[src/rtl/spike_flit_serializer_pkg.sv]
// Shared constants and types for the spike flit serializer: default sizes,
// packet field positions and the serializer FSM state type.
package spike_flit_serializer_pkg;

  localparam int DEF_PACKET_SIZE   = 32;
  localparam int DEF_FLIT_SIZE     = 4;
  localparam int DEF_FLITS_PER_PKT = DEF_PACKET_SIZE / DEF_FLIT_SIZE;

  localparam int X_FIELD_MSB = 31;
  localparam int X_FIELD_LSB = 24;
  localparam int Y_FIELD_MSB = 23;
  localparam int Y_FIELD_LSB = 16;

  typedef enum logic {
    ST_IDLE = 1'b0,
    ST_SEND = 1'b1
  } ser_state_e;

endpackage

[src/rtl/spike_pkt_fifo.sv]
// Synchronous packet FIFO with a registered occupancy count. A push that
// arrives while full is still accepted when a pop happens at the same edge.
module spike_pkt_fifo #(
  parameter int DEPTH = 4,
  parameter int WIDTH = 32
) (
  input  logic             clk,
  input  logic             rst_n,
  input  logic             push,
  input  logic [WIDTH-1:0] push_data,
  input  logic             pop,
  output logic [WIDTH-1:0] head,
  output logic             full,
  output logic             empty
);

  localparam int PTR_W = $clog2(DEPTH);
  localparam int CNT_W = PTR_W + 1;

  logic [WIDTH-1:0] mem_q [DEPTH];
  logic [PTR_W-1:0] wr_ptr_q, wr_ptr_d;
  logic [PTR_W-1:0] rd_ptr_q, rd_ptr_d;
  logic [CNT_W-1:0] count_q, count_d;
  logic             push_ok;
  logic             pop_ok;

  assign full    = (count_q == CNT_W'(DEPTH));
  assign empty   = (count_q == '0);
  assign head    = mem_q[rd_ptr_q];
  assign pop_ok  = pop && !empty;
  // The popped slot is read before the edge, so it can be rewritten at that edge.
  assign push_ok = push && (!full || pop_ok);

  always_comb begin
    wr_ptr_d = wr_ptr_q + PTR_W'(push_ok);
    rd_ptr_d = rd_ptr_q + PTR_W'(pop_ok);
    count_d  = count_q + CNT_W'(push_ok) - CNT_W'(pop_ok);
  end

  always_ff @(posedge clk or negedge rst_n) begin
    if (!rst_n) begin
      wr_ptr_q <= '0;
      rd_ptr_q <= '0;
      count_q  <= '0;
    end else begin
      wr_ptr_q <= wr_ptr_d;
      rd_ptr_q <= rd_ptr_d;
      count_q  <= count_d;
    end
  end

  always_ff @(posedge clk) begin
    if (push_ok) mem_q[wr_ptr_q] <= push_data;
  end

endmodule

[src/rtl/spike_flit_serializer.sv]
// Neuron egress stage: buffers spike packets and serializes them MSB-first into
// router flits. Optional LOCAL_BYPASS_EN diverts self-addressed packets to bypass ports.
module spike_flit_serializer
  import spike_flit_serializer_pkg::*;
#(
  parameter int         PACKET_SIZE  = DEF_PACKET_SIZE,
  parameter int         FLIT_SIZE    = DEF_FLIT_SIZE,
  parameter int         FIFO_DEPTH   = 4,
  parameter logic [7:0] X_COORDINATE = 8'd0,
  parameter logic [7:0] Y_COORDINATE = 8'd0,
  parameter int         DROP_CNT_W   = 8
) (
  input  logic                   clk,
  input  logic                   rst_n,
  input  logic [PACKET_SIZE-1:0] packet_in,
  input  logic                   packet_valid,
  input  logic                   router_full,
  output logic [FLIT_SIZE-1:0]   flit_out,
  output logic                   flit_wr_en,
  output logic                   busy,
  output logic                   fifo_full,
  output logic [DROP_CNT_W-1:0]  drop_cnt
`ifdef LOCAL_BYPASS_EN
  ,
  output logic [PACKET_SIZE-1:0] bypass_packet,
  output logic                   bypass_valid
`endif
);

  localparam int NUM_FLITS = PACKET_SIZE / FLIT_SIZE;
  localparam int IDX_W     = $clog2(NUM_FLITS) + 1;
  localparam logic [IDX_W-1:0] IDX_DONE = IDX_W'(NUM_FLITS);
`ifdef LOCAL_BYPASS_EN
  localparam bit BYPASS_EN = 1'b1;
`else
  localparam bit BYPASS_EN = 1'b0;
`endif

  ser_state_e             state_q, state_d;
  logic [PACKET_SIZE-1:0] shreg_q, shreg_d;
  logic [IDX_W-1:0]       idx_q, idx_d;
  logic [FLIT_SIZE-1:0]   flit_q, flit_d;
  logic                   wr_en_q, wr_en_d;
  logic [DROP_CNT_W-1:0]  drop_cnt_q, drop_cnt_d;
  logic                   is_local;
  logic                   fifo_push, fifo_pop, fifo_empty;
  logic [PACKET_SIZE-1:0] fifo_head;
  logic                   drop;

  assign is_local = BYPASS_EN && packet_valid
                 && (packet_in[X_FIELD_MSB:X_FIELD_LSB] == X_COORDINATE)
                 && (packet_in[Y_FIELD_MSB:Y_FIELD_LSB] == Y_COORDINATE);
  assign fifo_push = packet_valid && !is_local;
  assign drop      = fifo_push && fifo_full && !fifo_pop;

  spike_pkt_fifo #(
    .DEPTH (FIFO_DEPTH),
    .WIDTH (PACKET_SIZE)
  ) u_fifo (
    .clk       (clk),
    .rst_n     (rst_n),
    .push      (fifo_push),
    .push_data (packet_in),
    .pop       (fifo_pop),
    .head      (fifo_head),
    .full      (fifo_full),
    .empty     (fifo_empty)
  );

  always_comb begin
    state_d  = state_q;
    shreg_d  = shreg_q;
    idx_d    = idx_q;
    flit_d   = flit_q;
    wr_en_d  = 1'b0;
    fifo_pop = 1'b0;
    unique case (state_q)
      ST_IDLE: begin
        if (!fifo_empty) begin
          fifo_pop = 1'b1;
          shreg_d  = fifo_head;
          idx_d    = '0;
          state_d  = ST_SEND;
        end
      end
      ST_SEND: begin
        // One idle edge after the last flit; the next packet is loaded there.
        if (idx_q == IDX_DONE) begin
          if (!fifo_empty) begin
            fifo_pop = 1'b1;
            shreg_d  = fifo_head;
            idx_d    = '0;
          end else begin
            state_d = ST_IDLE;
          end
        end else if (!router_full) begin
          flit_d  = shreg_q[PACKET_SIZE-1 -: FLIT_SIZE];
          wr_en_d = 1'b1;
          shreg_d = shreg_q << FLIT_SIZE;
          idx_d   = idx_q + IDX_W'(1);
        end
      end
      default: state_d = ST_IDLE;
    endcase
  end

  always_comb begin
    drop_cnt_d = drop_cnt_q;
    if (drop && (drop_cnt_q != '1)) drop_cnt_d = drop_cnt_q + DROP_CNT_W'(1);
  end

  always_ff @(posedge clk or negedge rst_n) begin
    if (!rst_n) begin
      state_q    <= ST_IDLE;
      shreg_q    <= '0;
      idx_q      <= '0;
      flit_q     <= '0;
      wr_en_q    <= 1'b0;
      drop_cnt_q <= '0;
    end else begin
      state_q    <= state_d;
      shreg_q    <= shreg_d;
      idx_q      <= idx_d;
      flit_q     <= flit_d;
      wr_en_q    <= wr_en_d;
      drop_cnt_q <= drop_cnt_d;
    end
  end

  assign flit_out   = flit_q;
  assign flit_wr_en = wr_en_q;
  assign drop_cnt   = drop_cnt_q;
  assign busy       = !fifo_empty || (state_q == ST_SEND);

`ifdef LOCAL_BYPASS_EN
  logic [PACKET_SIZE-1:0] byp_pkt_q, byp_pkt_d;
  logic                   byp_vld_q, byp_vld_d;

  always_comb begin
    byp_vld_d = is_local;
    byp_pkt_d = is_local ? packet_in : byp_pkt_q;
  end

  always_ff @(posedge clk or negedge rst_n) begin
    if (!rst_n) begin
      byp_pkt_q <= '0;
      byp_vld_q <= 1'b0;
    end else begin
      byp_pkt_q <= byp_pkt_d;
      byp_vld_q <= byp_vld_d;
    end
  end

  assign bypass_packet = byp_pkt_q;
  assign bypass_valid  = byp_vld_q;
`endif

endmodule

[config.mk]
export PLATFORM = sky130hd
export DESIGN_NAME = spike_flit_serializer
export DESIGN_NICKNAME = d
export VERILOG_FILES = /design/src/rtl/spike_flit_serializer_pkg.sv /design/src/rtl/spike_pkt_fifo.sv /design/src/rtl/spike_flit_serializer.sv
export SDC_FILE = /design/constraint.sdc
export NUM_CORES = 1
export LEC_CHECK = 0
export BUFFER_PORTS_ARGS = -buffer_cell sky130_fd_sc_hd__buf_2
export CAP_MARGIN = 0
export CORE_MARGIN = 2
export CORE_UTILIZATION = 59
export DETAILED_ROUTE_END_ITERATION = 7
export HOLD_SLACK_MARGIN = 0.03
export PLACE_DENSITY = 0.78
export SYNTH_ARGS = -nofsm -noshare
export SYNTH_HDL_FRONTEND = slang
export SYNTH_SLANG_ARGS = --single-unit
[constraint.sdc]
create_clock -name clk -period 5 [get_ports clk]
set_input_delay 0.25 -clock clk [delete_from_list [all_inputs] [get_ports clk]]
set_output_delay 0.25 -clock clk [all_outputs]
set_load 0.01 [all_outputs]
# Yosys cells after proc, flatten, opt, wreduce, memory -nomap -nowiden

Memory sizes are Yosys's and may differ from the RTL's.
Cells that the tools add are included.

Add/sub/neg operators: 6
$mul: 0
Div/mod/pow operators: 0
$lt $le $gt $ge: 0
Eq/ne operators: 4
Shift operators: 0
Multiplexer cells: 18
Bitwise operators: 3
Reduce and logical (&&, ||, !) cells: 12

Operator list:

| kind                | number |
|---|---|
| $mux 32             | 3 |
| $pmux 32 s2         | 1 |
| $mux 4              | 3 |
| $add 8x1->8 const B | 1 |
| $mux 1              | 8 |
| $ne 8x8->1 const B  | 1 |
| $pmux 4 s2          | 1 |
| $logic_and 1x1->1   | 5 |
| $add 2x1->2         | 2 |
| $add 4x1->4 const B | 1 |
| $eq 4x4->1 const B  | 1 |
| $pmux 1 s2          | 2 |
| $add 3x1->3         | 1 |
| $eq 3x3->1 const B  | 1 |
| $logic_not 1->1     | 3 |
| $logic_not 3->1     | 1 |
| $ne 3x2->1 const B  | 1 |
| $not 1->1           | 3 |
| $reduce_and 3->1    | 1 |
| $sub 3x1->3         | 1 |
| $logic_or 1x1->1    | 2 |

Register bits: 57
Latch bits: 0
Bits in writable memories: 128
Bits in read-only memories: 0
Input port bits: 36
Output and inout port bits: 15
Logic and storage cells: 53
Memories kept: 1

Memory list:

| name         | depth | width | read ports | clocked after Yosys merged registers in | write ports | RTL line             | text |
|---|---|---|---|---|---|---|---|
| u_fifo.mem_q | 4     | 32    | 1          | 0                                       | 1           | spike_pkt_fifo.sv:20 | `logic [WIDTH-1:0] mem_q [DEPTH];` |

# Depth between registers and ports, before layout

Gate-level depths: netlist (run 1).

Depth in word-level cells: 9
Depth in mapped cells: 12
Gate-level depth less buffers: 11

# Modules after synthesis

A second synthesis (run 1) with hierarchy kept.

Cell total of the unflattened synthesis: 403
Area total of the unflattened synthesis: 7243.2 µm²

Modules (own cells, without submodules):

| module                | times used | cells each | area each (µm²) | sequential area each (µm²) |
|---|---|---|---|---|
| spike_pkt_fifo        | 1          | 199        | 5049.8          | 4018.9 |
| spike_flit_serializer | 1          | 204        | 2193.4          | 1251.2 |

# Worst setup path after synthesis (run 1)

Ideal clock, no wire load.

Path type: reg-to-reg
Start: reg idx_q[0]
End: mem u_fifo.mem_q[1][0], enable pin
Library setup time: 0.468 ns
Data arrival time: 3.386 ns
Required time: 4.532 ns
Setup slack: 1.146 ns
Stages on the path, launching flop included: 7
Path buffers: 0
Period minus slack after synthesis: 3.854 ns
Path through: dfrtp_1 > inv_1 > ha_1 > nand3b_1 > nand3_1 > nand2_1 > nor3b_1

Word-level cells in the longest chain between the ends: 8

Ends and longest elaborated chain:

| item                         | RTL line                     | text |
|---|---|---|
| from (decl)                  | spike_flit_serializer.sv:41  | `logic [IDX_W-1:0] idx_q, idx_d;` |
| from (signal assigned)       | spike_flit_serializer.sv:123 | `idx_q <= idx_d;` |
| $eq 4x4->1                   | spike_flit_serializer.sv:88  | `if (idx_q == IDX_DONE) begin` |
| $mux 1                       | spike_flit_serializer.sv:88  |  |
| $pmux 1 s2                   | spike_flit_serializer.sv:77  | `unique case (state_q)` |
| $logic_and 1x1->1            | spike_pkt_fifo.sv:30         | `assign pop_ok = pop && !empty;` |
| $logic_or 1x1->1             | spike_pkt_fifo.sv:32         | `assign push_ok = push && (!full \|\| pop_ok);` |
| $logic_and 1x1->1            | spike_pkt_fifo.sv:32         |  |
| $mux 1                       | spike_pkt_fifo.sv:53         | `if (push_ok) mem_q[wr_ptr_q] <= push_data;` |
| $mux 1 (implied by the code) | spike_pkt_fifo.sv:53         |  |
| to (decl)                    | spike_pkt_fifo.sv:20         |  |

No other way between the ends.

# Final worst setup path (run 1)

Start: reg idx_q[0]
End: reg u_fifo.count_q[1]

Word-level cells in the longest chain between the ends: 8

Ends and longest elaborated chain:

| item                  | RTL line                    | text |
|---|---|---|
| $eq 4x4->1 *          | spike_flit_serializer.sv:88 |  |
| $mux 1 *              | spike_flit_serializer.sv:88 |  |
| $pmux 1 s2 *          | spike_flit_serializer.sv:77 |  |
| $logic_and 1x1->1 *   | spike_pkt_fifo.sv:30        |  |
| $logic_or 1x1->1      | spike_pkt_fifo.sv:32        |  |
| $logic_and 1x1->1     | spike_pkt_fifo.sv:32        |  |
| $add 3x1->3           | spike_pkt_fifo.sv:37        | `count_d = count_q + CNT_W'(push_ok) - CNT_W'(pop_ok);` |
| $sub 3x1->3 *         | spike_pkt_fifo.sv:37        |  |
| net u_fifo.count_d[1] | spike_pkt_fifo.sv:23        | `logic [CNT_W-1:0] count_q, count_d;` |
| to (signal assigned)  | spike_pkt_fifo.sv:48        | `count_q <= count_d;` |
| to (decl)             | spike_pkt_fifo.sv:23        |  |

Mark *: on every way through the listed nets, which the timed path passes. The rest lies on a longest branch.
A chain may end at the register's enable or synchronous reset.

==> results.md, run 1 <==
* Status: finished, final reports clean
* Synth cell types at 46
* Io pins at 51
* Row Count at 40
* WP buf/inv at 5
* WL/cell at 20.6 um
* Worst-margin pin slew at 0.845 ns
* Starting Density at 60.4%
* Max incr delay on CP at 0.47 ns
* Clock Tree Buf Depth at 2
* Setup TNS at 0 ns
* WL met3 at 544 um
* Via count at 3629
* Gate count of the mapped netlist at 375
* Via/cell ratio at 6.00
* Hold Buf Count CTS at 10
* Clock transition at path regs at 0.06 ns
* Post-synthesis adder-cell area fraction at 1.31%
* Relative slew slack at 43.7%
* GRT overflow at 0
* Hold WS at 0.0380 ns
* CTS sink cnt at 185
* Starting DRC count in detailed routing at 232
* Mux share of post-synthesis cell area at 11.0%
* DP HPWL at 7.03 mm
* H-Tree Depth at 4
* Largest net degree at the start of global routing at 58
* NumNets Final at 488
* Remaining DRCs at 0
* RSZ-0062 raised after global routing: no
* Part of the Yosys area used for sequential elements at 72.6%
* Pre-Repair DR Iteration Count at 4
* Warnings, synthesis at 0
* Die X at 115 um
* Achievable Freq at 0.421 GHz
* Initial antenna violation count at 0
* WL met1 at 5.21 mm
* P_leak at 3.18 nW
* Post-CTS Resized at 0
* Final Util at 69.6%
* Diodes inserted at 0
* WS Path Type: reg2reg
* Max Cap Viol at 0
* Combinational family with the most area after synthesis: multiplexers
* Critical Path Fanout Max at 34
* Synthesized Nets at 418
* Fin crit period at 2.38 ns
* Startpoint types: flip-flop
* Final WL at 12.5 mm
* Layout fillers at 788
* Hold WC Path Type: in2reg
* Die area at 13200 um2
* WL met2 at 6.63 mm
* Final Hold Viols at 0
* Area growth, synth to finish at 15.2%
* Post-CTS Setup Bufs at 0
* Top sig layer: met4
* Maximum vdd ir drop at 0.000332 V
* Final-report setup violation count at 0
* Worst path required time at 5.33 ns
* Core area at 12000 um2
* Share of layout cells above drive strength 1 at 30.6%
* Pins over their slew limit at 0
* CP Capture Type: flip-flop
* Post-Synth Simple-Gate Area at 5.95%
* Total CTS buffers at 17
* PwrDens at 572 nW/um2
* Die height at 115 um
* GP Congestion at 0.746
* Clock root cell: clkbuf_16
* Critical-path top delay cell: fa_1
* PortBufs at 50
* Routed Antenna Nets at 0
* Clock Skews at 0.0180 ns
* CP top delay family: adder cells
* First-pass GRT wire length at 20.1 mm
* Post-synthesis compound-gate area fraction at 5.26%
* CP Cell Sequence: inv_1 > ha_1 > and3b_1 > o21ai_4 > inv_4 > ha_1 > inv_1 > ha_1 > inv_1 > fa_1 > inv_1
* Post-Syn Area at 7250 um2
* Fin crit share at 47.5%
* Synth Register Bits at 185
* GRT Util Overall at 20.8%
* Later-pin clock latency in the skew report at 0.43 ns
* Mapped Avg Cell Area at 19.3 um2
* Critical path arrival at 2.70 ns
* Vias in the first global route at 3815
* Synth Area in XOR/XNOR at 1.21%
* Cell mode on critical path: inv_1
* CTS tree: built
==> area by class of cell <==
type	instances	area [um2]	area share (%)
sequential	185	5270	63.1
multi-input combinational	163	1810	21.7
clock buffer	22	474	5.68
timing repair buffer	68	410	4.91
tap	147	184	2.20
clock inverter	10	164	1.96
inverter	10	40.0	0.479
==> sequential cells by signal, summed over array words and instances (netlist names) <==
register	count
drop_cnt	8
flit_out	4
flit_wr_en	1
idx_q	4
shreg_q	32
state_q	1
u_fifo.count_q	3
u_fifo.mem_q	128
u_fifo.rd_ptr_q	2
u_fifo.wr_ptr_q	2
==> kinds of logic (layout without fill, tap and decap cells) <==
family                     count (synthesis)  count (layout)
AOI/OAI and AO/OA                         40              40
xor gates and xnor gates                  10              10
adders and majority gates                  7               7
buffers and inverters                     27             110
DFF                                      185             185
muxes                                     39              39
and+or+nand+nor                           67              67
==> cells in the final DEF, fill, tap and decap left out, types with 2 or more instances in the layout <==
cell type,count
mux4_2,32
nand2_1,8
mux2_2,6
a22o_1,4
ha_1,6
clkbuf_16,17
nor3_1,3
inv_1,9
inv_4,2
buf_4,8
a221o_1,28
edfxtp_1,128
nor3b_2,2
buf_2,50
nand3_1,6
nor3_2,2
clkinv_4,2
xnor2_1,4
dfrtp_1,55
and2_1,4
nor4_1,2
bufinv_16,4
dfrtp_2,2
clkbuf_8,3
nor2_1,3
and2_0,24
xor2_1,6
clkbuf_1,2
o21ai_0,2
dlygate4sd3_1,10
==> per-stage QoR <==
stage / area, um2 / instances / worst slack, ns / power [mW]
6_report: 8360 / 605 / 2.62 / 4.78
4_1_cts: 8360 / 605 / 2.61 / 4.84
2_1_floorplan: 7250 / 375 / 1.15 / 3.13
3_3_place_gp: 7620 / 563 / 2.68 / 3.35
3_5_place_dp: 7620 / 563 / 2.62 / 3.40
5_1_grt: 8360 / 605 / 2.49 / 5.01
==> synthesized netlist by cell type (all sizes together) <==
library cell	instances	area share (%)
edfxtp	128	53
dfrtp	57	20
mux4	32	9.9
a221o	28	3.9
and2	28	2.4
buf	16	2.0
inv	10	0.55
nand2	8	0.41
mux2	7	1.1
ha	6	1.0
nand3	6	0.41
xor2	6	0.72
nor3	5	0.41
a22o	4	0.48
nor2	4	0.24
nor3b	4	0.57
o21ai	4	0.48
xnor2	4	0.48
nand4	2	0.38
nor4	2	0.17
or3	2	0.24
a21o	1	0.10
a21oi	1	0.069
a31o	1	0.12
and3	1	0.086
and3b	1	0.12
clkbuf	1	0.052
fa	1	0.28
nand2b	1	0.086
nand3b	1	0.10
nor2b	1	0.086
nor4b	1	0.21
o32a	1	0.14
==> power breakdown <==
group / switching, mW / internal [mW] / total (mW)
clock: 0.538 / 0.879 / 1.42
sequential: 0.242 / 2.05 / 2.29
combinational: 0.522 / 0.554 / 1.08
==> final timing paths <==
check	startpoint	to	slack, ns	cells after the start
max in group asynchronous	rst_n	u_fifo.rd_ptr_q[1]	3.98	3
setup / recovery	idx_q[0]	u_fifo.count_q[1]	2.62	11
hold / removal	packet_in[31]	u_fifo.mem_q[2][31]	0.04	1
hold reg to reg	flit_out[2]	flit_out[2]	0.51	1
setup reg to reg	idx_q[0]	u_fifo.count_q[1]	2.62	11
min in group asynchronous	rst_n	idx_q[2]	0.50	3
==> routing by layer <==
| layer | GRT usage, % | vias to the layer above |
|---|---|---|
| li1 | - | 1636 |
| met1 | 25.8 | 1883 |
| met2 | 36.7 | 102 |
| met3 | 4.85 | 8 |
| met4 | 6.51 | 0 |
| met5 | 0 | - |
No activity file was read; power rests on OpenSTA's default activity.
==> run 2: changes to the inputs <==
--- a/config.mk
+++ b/config.mk
@@ -8,10 +8,10 @@
 export BUFFER_PORTS_ARGS = -buffer_cell sky130_fd_sc_hd__buf_2
 export CAP_MARGIN = 0
 export CORE_MARGIN = 2
-export CORE_UTILIZATION = 59
+export CORE_UTILIZATION = 54
 export DETAILED_ROUTE_END_ITERATION = 7
 export HOLD_SLACK_MARGIN = 0.03
-export PLACE_DENSITY = 0.78
+export PLACE_DENSITY = 0.75
 export SYNTH_ARGS = -nofsm -noshare
 export SYNTH_HDL_FRONTEND = slang
 export SYNTH_SLANG_ARGS = --single-unit
==> constraint.sdc (replaced) <==
create_clock -name clk -period 2 [get_ports clk]
set_input_delay 0.1 -clock clk [delete_from_list [all_inputs] [get_ports clk]]
set_output_delay 0.1 -clock clk [all_outputs]
set_load 0.01 [all_outputs]
==> results.md, run 2 (synthesized netlist as in run 1, its figures left out) <==
* First-pass GRT wire length at 21.7 mm
* Max reg flops at 128
* Hold WS at 0.0671 ns
* Clock root cell: clkbuf_16
* Place WS at -0.166 ns
* Achievable Freq at 0.473 GHz
* WS Path Type: reg2reg
* Diodes inserted at 0
* Maximum vdd ir drop at 0.000927 V
* RSZ-0062 raised after global routing: yes
* Pins over their slew limit at 0
* Remaining DRCs at 0
* Worst-margin pin slew at 0.421 ns
* GRT Util Overall at 20.4%
* Starting DRC count in detailed routing at 231
* Critical path arrival at 2.44 ns
* Fin crit share at 106%
* WL/cell at 19.8 um
* PwrDens at 1400 nW/um2
* CTS sink cnt at 185
* Most common cell after layout, fill and taps aside: edfxtp_1
* Final WL at 13.4 mm
* Die X at 120 um
* Initial antenna violation count at 0
* Setup TNS at -0.165 ns
* Starting Density at 55.0%
* R2r startpoint: idx_q[1]
* Critical Path Fanout Max at 2
* Routed Antenna Nets at 0
* PortBufs at 50
* Core area at 13200 um2
* Worst path required time at 2.32 ns
* Die area at 14400 um2
* DP HPWL at 7.60 mm
* Row Count at 42
* NumNets Final at 533
* Via count at 3797
* Failing checks: setup timing
* Largest net degree at the start of global routing at 35
* Reg2reg path depth at 11
* Die height at 120 um
* Max Cap Viol at 0
* Io pins at 51
* GP Congestion at 0.791
* Relative slew slack at 71.8%
* M3 GR Usage at 4.13%
* CTS tree: built
* Setup crit start: idx_q[1]
* Final Hold Viols at 0
* Later-pin clock latency in the skew report at 0.43 ns
* Met1 GRT Util at 25.6%
* Clock Skews at 0.00521 ns
* Area growth, synth to finish at 23.4%
* Total CTS buffers at 17
* Pre-Repair DR Iteration Count at 4
* Top Usage Layer GRT: met2
* Vias in the first global route at 4148
* Commonest non-fill, non-tap cells in the layout: 128 x edfxtp_1, 56 x dfrtp_1, 50 x buf_2, 34 x dlygate4sd3_1, 32 x mux4_2
* Flop2flop setup slack at -0.11 ns
* Final worst slack at -0.115 ns
* Startpoint types: flip-flop
* Top reg by flops: u_fifo.mem_q
* H-Tree Depth at 4
* Status: complete, but fails checks
* P_leak at 3.39 nW
* Final-report setup violation count at 2
* Fin crit period at 2.11 ns
* Setup crit end: u_fifo.count_q[1]
* Via/cell ratio at 5.59
* GRT overflow at 0
* Reg2reg end: u_fifo.count_q[1]
* Hold WC Path Type: in2reg
* Met2 usage at 35.4%
* Clock transition at path regs at 0.06 ns
* Share of layout cells above drive strength 1 at 34.6%
* CP Capture Type: flip-flop
* Clock Tree Buf Depth at 2
## run 2: repair_timing
item | in CTS | in global routing
endpoints found under the setup margin | 2 | 62
buffers inserted | 4 | 3
hold buffers | 34 | 0
pin swaps | 4 | 5
endpoints found under the hold margin | 185 | 0
gates resized for setup | 11 | 3
## run 2: where the power goes
| group | total (mW) | internal, mW | leakage (nW) | switching (mW) |
|---|---|---|---|---|
| clock | 3.51 | 2.11 | 0.291 | 1.40 |
| sequential | 5.58 | 5.12 | 1.91 | 0.467 |
| combinational | 3.46 | 1.84 | 1.19 | 1.62 |
## run 2: how the worst min path moves through the flow
stage | start | to | cells after the start
floorplan | rst_n | drop_cnt[0] | 0
global placement | rst_n | state_q | 1
detailed placement | rst_n | state_q | 1
CTS | router_full | flit_wr_en | 3
global route | router_full | flit_wr_en | 3
finish | router_full | flit_wr_en | 3
## run 2: cell type report
| class | count | area, um2 |
|---|---|---|
| clock buffer | 19 | 433 |
| clock inverter | 13 | 194 |
| fill | 863 | 4240 |
| inverter | 10 | 42.5 |
| multi-input combinational | 163 | 1880 |
| sequential | 185 | 5270 |
| tap | 176 | 220 |
| timing repair buffer | 113 | 916 |
## run 2: metal layers
layer | vias up | wire length, um | part of all wire [%]
met5 | - | 0 | 0
met4 | 0 | 191 | 1.4
met3 | 16 | 453 | 3.4
met2 | 77 | 7150 | 53
met1 | 1976 | 5620 | 42
li1 | 1728 | - | -
## run 2: worst max-delay path, cell delays in order, from the launching register on
cell and delay, ns:
dfrtp_1 0.37, inv_2 0.06, ha_4 0.15, and3b_2 0.22
o21ai_4 0.16, inv_4 0.05, ha_4 0.24, inv_4 0.05
ha_4 0.12, inv_2 0.03, fa_2 0.53, inv_2 0.03
## run 2: per-stage QoR
step	instance area (um2)	instances	util (%)	power, mW
after floorplan	7300	375	-	7.85
after global placement	7890	607	59.8	8.76
after detailed placement	7890	607	59.8	8.92
after CTS	8930	677	67.7	12.6
after global routing	8950	679	67.9	13.2
final	8950	679	67.9	12.6
